--- src/rtl/pipe_pkg.sv ---
// pipe_pkg: shared pipeline-stage state encoding and zero helper
package pipe_pkg;
  localparam int MAX_W = 256;
  typedef enum logic [1:0] {EMPTY = 2'd0, ONE = 2'd1, FULL = 2'd2} pipe_state_e;
  function automatic logic [MAX_W-1:0] pipe_zero();
    return '0;
  endfunction
endpackage

--- src/rtl/pipe_stage_elastic.sv ---
// pipe_stage_elastic: valid/ready pipeline register, skid-buffered or plain
module pipe_stage_elastic
  import pipe_pkg::*;
#(
  parameter int DATA_W  = 32,
  parameter int CTRL_W  = 4,
  parameter int ELASTIC = 1
) (
  input  logic              clk,
  input  logic              rst_n,
  input  logic              in_valid,
  output logic              in_ready,
  input  logic [DATA_W-1:0] in_data,
  input  logic [CTRL_W-1:0] in_ctrl,
  output logic              out_valid,
  input  logic              out_ready,
  output logic [DATA_W-1:0] out_data,
  output logic [CTRL_W-1:0] out_ctrl,
  input  logic              flush,
  output logic [1:0]        occupancy
);
  logic              xfer_in, xfer_out;
  pipe_state_e       state_q, state_d;
  logic [DATA_W-1:0] main_data_q, main_data_d;
  logic [CTRL_W-1:0] main_ctrl_q, main_ctrl_d;
  assign xfer_in   = in_valid & in_ready;
  assign xfer_out  = out_valid & out_ready;
  assign out_valid = state_q != EMPTY;
  assign out_data  = main_data_q;
  assign out_ctrl  = out_valid ? main_ctrl_q : CTRL_W'(pipe_zero());
  assign occupancy = state_q;
  // state and the output-facing main entry
  always_ff @(posedge clk or negedge rst_n)
    if (!rst_n) begin
      state_q     <= EMPTY;
      main_data_q <= DATA_W'(pipe_zero());
      main_ctrl_q <= CTRL_W'(pipe_zero());
    end else begin
      state_q     <= state_d;
      main_data_q <= main_data_d;
      main_ctrl_q <= main_ctrl_d;
    end
  if (ELASTIC != 0) begin : g_skid
    logic [DATA_W-1:0] skid_data_q, skid_data_d;
    logic [CTRL_W-1:0] skid_ctrl_q, skid_ctrl_d;
    logic              in_ready_q;
    assign in_ready = in_ready_q;
    // EMPTY/ONE/FULL transitions; skid catches the word that arrives under backpressure
    always_comb begin
      state_d     = state_q;
      main_data_d = main_data_q;
      main_ctrl_d = main_ctrl_q;
      skid_data_d = skid_data_q;
      skid_ctrl_d = skid_ctrl_q;
      if (flush) state_d = EMPTY;
      else
        unique case (state_q)
          EMPTY: if (xfer_in) begin
            state_d     = ONE;
            main_data_d = in_data;
            main_ctrl_d = in_ctrl;
          end
          ONE: if (xfer_in && xfer_out) begin
            main_data_d = in_data;
            main_ctrl_d = in_ctrl;
          end else if (xfer_in) begin
            state_d     = FULL;
            skid_data_d = in_data;
            skid_ctrl_d = in_ctrl;
          end else if (xfer_out) state_d = EMPTY;
          FULL: if (xfer_out) begin
            state_d     = ONE;
            main_data_d = skid_data_q;
            main_ctrl_d = skid_ctrl_q;
          end
          default: state_d = EMPTY;
        endcase
    end
    // skid entry and registered ready, which never sees out_ready combinationally
    always_ff @(posedge clk or negedge rst_n)
      if (!rst_n) begin
        skid_data_q <= DATA_W'(pipe_zero());
        skid_ctrl_q <= CTRL_W'(pipe_zero());
        in_ready_q  <= 1'b0;
      end else begin
        skid_data_q <= skid_data_d;
        skid_ctrl_q <= skid_ctrl_d;
        in_ready_q  <= state_d != FULL;
      end
  end else begin : g_reg
    logic en_q;
    assign in_ready = en_q & (out_ready | !out_valid);
    // single register: load on accept, empty on drain without refill
    always_comb begin
      state_d     = flush ? EMPTY : xfer_in ? ONE : xfer_out ? EMPTY : state_q;
      main_data_d = (xfer_in && !flush) ? in_data : main_data_q;
      main_ctrl_d = (xfer_in && !flush) ? in_ctrl : main_ctrl_q;
    end
    // holds ready low until the first edge after reset release
    always_ff @(posedge clk or negedge rst_n)
      if (!rst_n) en_q <= 1'b0;
      else en_q <= 1'b1;
  end
endmodule

--- config.mk ---
export PLATFORM = sky130hd
export DESIGN_NAME = pipe_stage_elastic
export DESIGN_NICKNAME = d
export VERILOG_FILES = /design/src/rtl/pipe_pkg.sv /design/src/rtl/pipe_stage_elastic.sv
export SDC_FILE = /design/constraint.sdc
export NUM_CORES = 1
export LEC_CHECK = 0
export ABC_AREA = 1
export CAP_MARGIN = 20
export CORE_MARGIN = 2
export CORE_UTILIZATION = 45
export DETAILED_ROUTE_END_ITERATION = 10
export PLACE_DENSITY = 0.75
export SLEW_MARGIN = 10
export SYNTH_ARGS = -nofsm -noshare
export SYNTH_HDL_FRONTEND = slang
export SYNTH_SLANG_ARGS = --single-unit
export TNS_END_PERCENT = 1
--- constraint.sdc ---
create_clock -name clk -period 1.3 [get_ports clk]
set_input_delay 0.26 -clock clk [delete_from_list [all_inputs] [get_ports clk]]
set_output_delay 0.26 -clock clk [all_outputs]
set_load 0.05 [all_outputs]
Word-level counts from Yosys, hierarchy flattened

Index checks and enable logic that the tools add are counted.
Widths: inputs -> output; s select.

Register bits after elaboration: 75
Input port bits: 41
Output and inout port bits: 40
Logic and storage cells: 38

Equal/unequal tests: 6
Mux-type cells: 16
Bitwise gates (word level): 4
Reduce and logical (&&, ||, !) cells: 6

Operator list:

| cell               | count |
|---|---|
| $mux 32            | 3 |
| $pmux 32 s3        | 1 |
| $mux 4             | 4 |
| $mux 2             | 6 |
| $pmux 4 s3         | 1 |
| $ne 2x2->1 const B | 4 |
| $pmux 2 s3         | 1 |
| $reduce_and 5->1   | 1 |
| $reduce_and 4->1   | 1 |
| $reduce_bool 3->1  | 1 |
| $and 1x1->1        | 2 |
| $eq 2x1->1 const B | 1 |
| $eq 2x2->1 const B | 1 |
| $logic_not 2->1    | 1 |
| $not 1->1          | 2 |
| $reduce_bool 2->1  | 1 |
| $logic_and 1x1->1  | 1 |

Longest topological paths before layout

Depth in word-level cells: 8
Mapped depth: 7

Worst setup path before layout

Ideal clock, no wire load.

Path kind: register to output
Start point: register state_q[1], in the netlist occupancy[1]
End point: output out_ctrl[0]
Arrival time: 1.569 ns
Required time: 1.040 ns
Setup slack: -0.529 ns
Stages on the path, launching flop included: 3
Cell sequence: dfrtp_1 > nor2_2 > nor2_1

Longest elaborated chain between the ends: 2

Ends and longest elaborated chain:

| item                   | line                     | text |
|---|---|---|
| start, declared        | pipe_stage_elastic.sv:23 | `pipe_state_e state_q, state_d;` |
| start signal, assigned | pipe_stage_elastic.sv:39 | `state_q <= state_d;` |
| $reduce_bool 2->1      | pipe_stage_elastic.sv:28 | `assign out_valid = state_q != EMPTY;` |
| $mux 4                 | pipe_stage_elastic.sv:30 | `assign out_ctrl = out_valid ? main_ctrl_q : CTRL_W'(pipe_zero());` |
| end, declared          | pipe_stage_elastic.sv:18 | `output logic [CTRL_W-1:0] out_ctrl,` |

No other way between the ends.

Final worst setup path

Start point: register state_q[1], in the netlist occupancy[1]
End point: output out_ctrl[3]

The elaborated chain is that of the path after synthesis.

==> qor.txt <==
Synth top area share -> 0.520
Total wire length -> 9630 µm
Chip Height -> 93.5 µm
Seq pwr share -> 0.381
Final Critical Period -> 1.56 ns
Register area share after synthesis -> 0.520
Clk Tree Root Cell -> clkbuf_8
Die X -> 93.5 µm
Synth Cell Area -> 3610 µm²
Routed Antenna Nets -> 0
First-pass GRT wire length -> 16,200 µm
Synth async-reset ratio -> 1.00
Num rows -> 32
Placed cell count -> 643
Overflow after GRT -> 0
DRC -> 0
Crit path max fanout -> 6
Vias post-DR -> 3,452
Initial antenna violation count -> 0
Largest delay share family, worst path -> flip-flops
Fin cells -> 664
Final period utilization -> 1.20
Final Net Count -> 598
Power Density -> 1610 nW/µm²
Max frequency -> 642 MHz
Failing checks -> negative setup slack
Via density -> 5.20
Critical Path, Cell by Cell -> nor2_4 > buf_12 > nor2_2 > buf_12
RSZ-0062 raised after global routing -> yes
Largest net degree at the start of global routing -> 41
Area Growth Syn to Fin -> 53.9%
Final hold violations -> 0
CTS HTree Levels -> 3
Antenna cells -> 0
Clock Sinks -> 75
Clock power share -> 0.248
WP data required -> 1.04 ns
Initial Utilization -> 0.467
Yosys reg bits -> 75
Clock Path Buffers -> 2
Final core utilization -> 0.718
DPL Wire Length -> 6370 µm
Core area -> 7730 µm²
Syn Nets -> 507
Max Transition Viols Final -> 0
TNS Setup -> -9.24 ns
Mapped Avg Cell Area -> 7.74 µm²
Data arrival time of the worst path -> 1.30 ns
Mapped Cells -> 466
CTS tree -> built
# port buffers -> 80
Pleak -> 2.84 nW
Switching pwr -> 3.11 mW
Yosys Warn Count -> 0
Final worst slack -> -0.257 ns
I/O pin count -> 81
Place WS -> -0.339 ns
Crit. End Element -> output pin
CP max stage cell -> dfrtp_4
Worst hold path type -> in2async
Status -> finished with violations
Gpl congestion -> 0.790
Die area -> 8750 µm²
Num CTS Buffers -> 9
Top_reg_cell synth -> dfrtp_1
Total global routing track utilization -> 0.237
Clock skew -> 0.0102 ns
CTS clk-pin slew, worst paths -> 0.08 ns
Setup Viol. Count Final -> 80
Share of layout cells above drive strength 1 -> 0.199
Max-cap violations -> 0
Worst vdd ir -> 1010 µV
Most used cell, CP -> buf_12
Post-synth top cells -> 185 x nand2_1, 75 x dfrtp_1, 45 x inv_1, 38 x nand3_1
Post-synth EDFFs -> 0
Netlist cell types -> 20
Worst Path Buf+Inv -> 2
Count leader, synth -> nand2_1
Drt pass-1 iters -> 5
Max-Slew Margin vs Limit -> 0.852
Worst slew pin tran -> 0.222 ns
Worst-Skew Late Latency -> 0.36 ns
Top cells by area, synth -> dfrtp_1 52%, nand2_1 19%, nand4_1 6.2%
Slowest stage delay, CP -> 0.50 ns
Cell taking the most area after synthesis -> dfrtp_1
Vias in the first global route -> 3,395
Switching share of power -> 0.349
Pint -> 5.80 mW
Filler Cell Count -> 533
Startpoint types -> register
Combinational power share -> 0.372
Wire per inst -> 14.5 µm
Setup Crit Path Kind -> reg2out
Number of DRC markers in iteration 0 -> 197
==> per-stage QoR <==
step / hold slack (ns) / area, µm² / total power, mW
floorplan: -0.0356 / 3730 / 4.95
global placement: 0.128 / 5220 / 6.61
detailed placement: 0.132 / 5220 / 6.72
CTS: 0.293 / 5490 / 8.93
global route: 0.311 / 5550 / 9.34
finish: 0.288 / 5550 / 8.92
==> cell usage in the layout (no fill, tap or decap) <==
cell type        count
a21oi_1              1
buf_12              55
buf_4               12
buf_6                3
bufinv_16            3
clkbuf_1             1
clkbuf_8            10
clkdlybuf4s50_1     39
clkinv_2             2
dfrtp_1             72
dfrtp_2              2
dfrtp_4              1
dlygate4sd3_1        1
inv_1               43
inv_2                2
inv_4                2
nand2_1            180
nand2_2              5
nand2_4              3
nand3_1             37
nand3_4              2
nand4_1             36
nand4_4              1
nor2_1               3
nor2_2               5
nor2_4               4
o21ai_0              2
o21ai_1             34
xnor2_1              1
==> area by class of cell <==
class,count,area (µm²),share of cell area
Inverter,47,181,0.0327
Timing Repair Buffer,110,1630,0.293
Clock inverter,5,100,0.0180
Sequential cell,75,1880,0.339
Clock buffer,11,141,0.0255
Tap cell,102,128,0.0230
Multi-Input combinational cell,314,1490,0.268
==> worst reg2reg max path, cell delays in order (launching register included) <==
cell and delay [ns]:
dfrtp_4 0.50, buf_6 0.15, buf_4 0.16, nand3_4 0.09, nand4_4 0.10, buf_12 0.18
nand2_1 0.10, nand2_1 0.06
==> timing repair <==
| item | CTS | global route |
|---|---|---|
| resized for setup | 2 | 11 |
| hold endpoints to repair | 13 | 0 |
| pin swaps | 3 | 1 |
| buffers inserted | 2 | 2 |
| hold buffers | 1 | 0 |
| endpoints found under the setup margin | 80 | 81 |
==> worst paths after layout <==
path | startpoint | to | slack [ns] | depth (start not counted)
max in group asynchronous | rst_n | occupancy[1]$_DFF_PN0_ | 0.50 | 3
max | occupancy[1]$_DFF_PN0_ | out_ctrl[3] | -0.26 | 4
min in group clk | in_data[23] | g_skid.skid_data_q[23]$_DFFE_PN0P_ | 0.47 | 3
min | rst_n | out_data[25]$_DFFE_PN0P_ | 0.29 | 2
max reg2reg | occupancy[1]$_DFF_PN0_ | out_data[15]$_DFFE_PN0P_ | -0.14 | 7
min reg2reg | main_ctrl_q[0]$_DFFE_PN0P_ | main_ctrl_q[0]$_DFFE_PN0P_ | 0.48 | 2
==> cells by family after synthesis <==
| logic type | after synthesis | synth area share |
|---|---|---|
| AO/OA/AOI/OAI | 37 | 0.0514 |
| AND/OR/NAND/NOR | 276 | 0.339 |
| XOR/XNOR | 1 | 0.00243 |
| buffers and inverters | 77 | 0.0867 |
| flip-flops | 75 | 0.520 |
==> per-layer routing <==
| layer | routed length, µm | share of wire | up-vias | track usage |
|---|---|---|---|---|
| met3 | 671 | 0.070 | 17 | 0.0314 |
| li1 | - | - | 1667 | - |
| met1 | 3730 | 0.39 | 1609 | 0.301 |
| met4 | 195 | 0.020 | 0 | 0.115 |
| met2 | 5030 | 0.52 | 159 | 0.400 |
| met5 | 0 | 0 | - | 0 |
==> state kept, by name, summed over array words and instances, names as in the netlist <==
register            count
g_skid.skid_data_q     32
out_data               32
g_skid.skid_ctrl_q      4
main_ctrl_q             4
occupancy               2
in_ready                1
==> power groups by stage <==
stage          Combinational [mW]  Sequential, mW  Clock (mW)
2_1_floorplan               0.899            4.05           0
3_3_place_gp                 3.21            3.40           0
3_5_place_dp                 3.29            3.43           0
4_1_cts                      3.31            3.39        2.23
5_1_grt                      3.53            3.47        2.35
6_report                     3.32            3.40        2.21
Power figures use the tool's default switching activity.
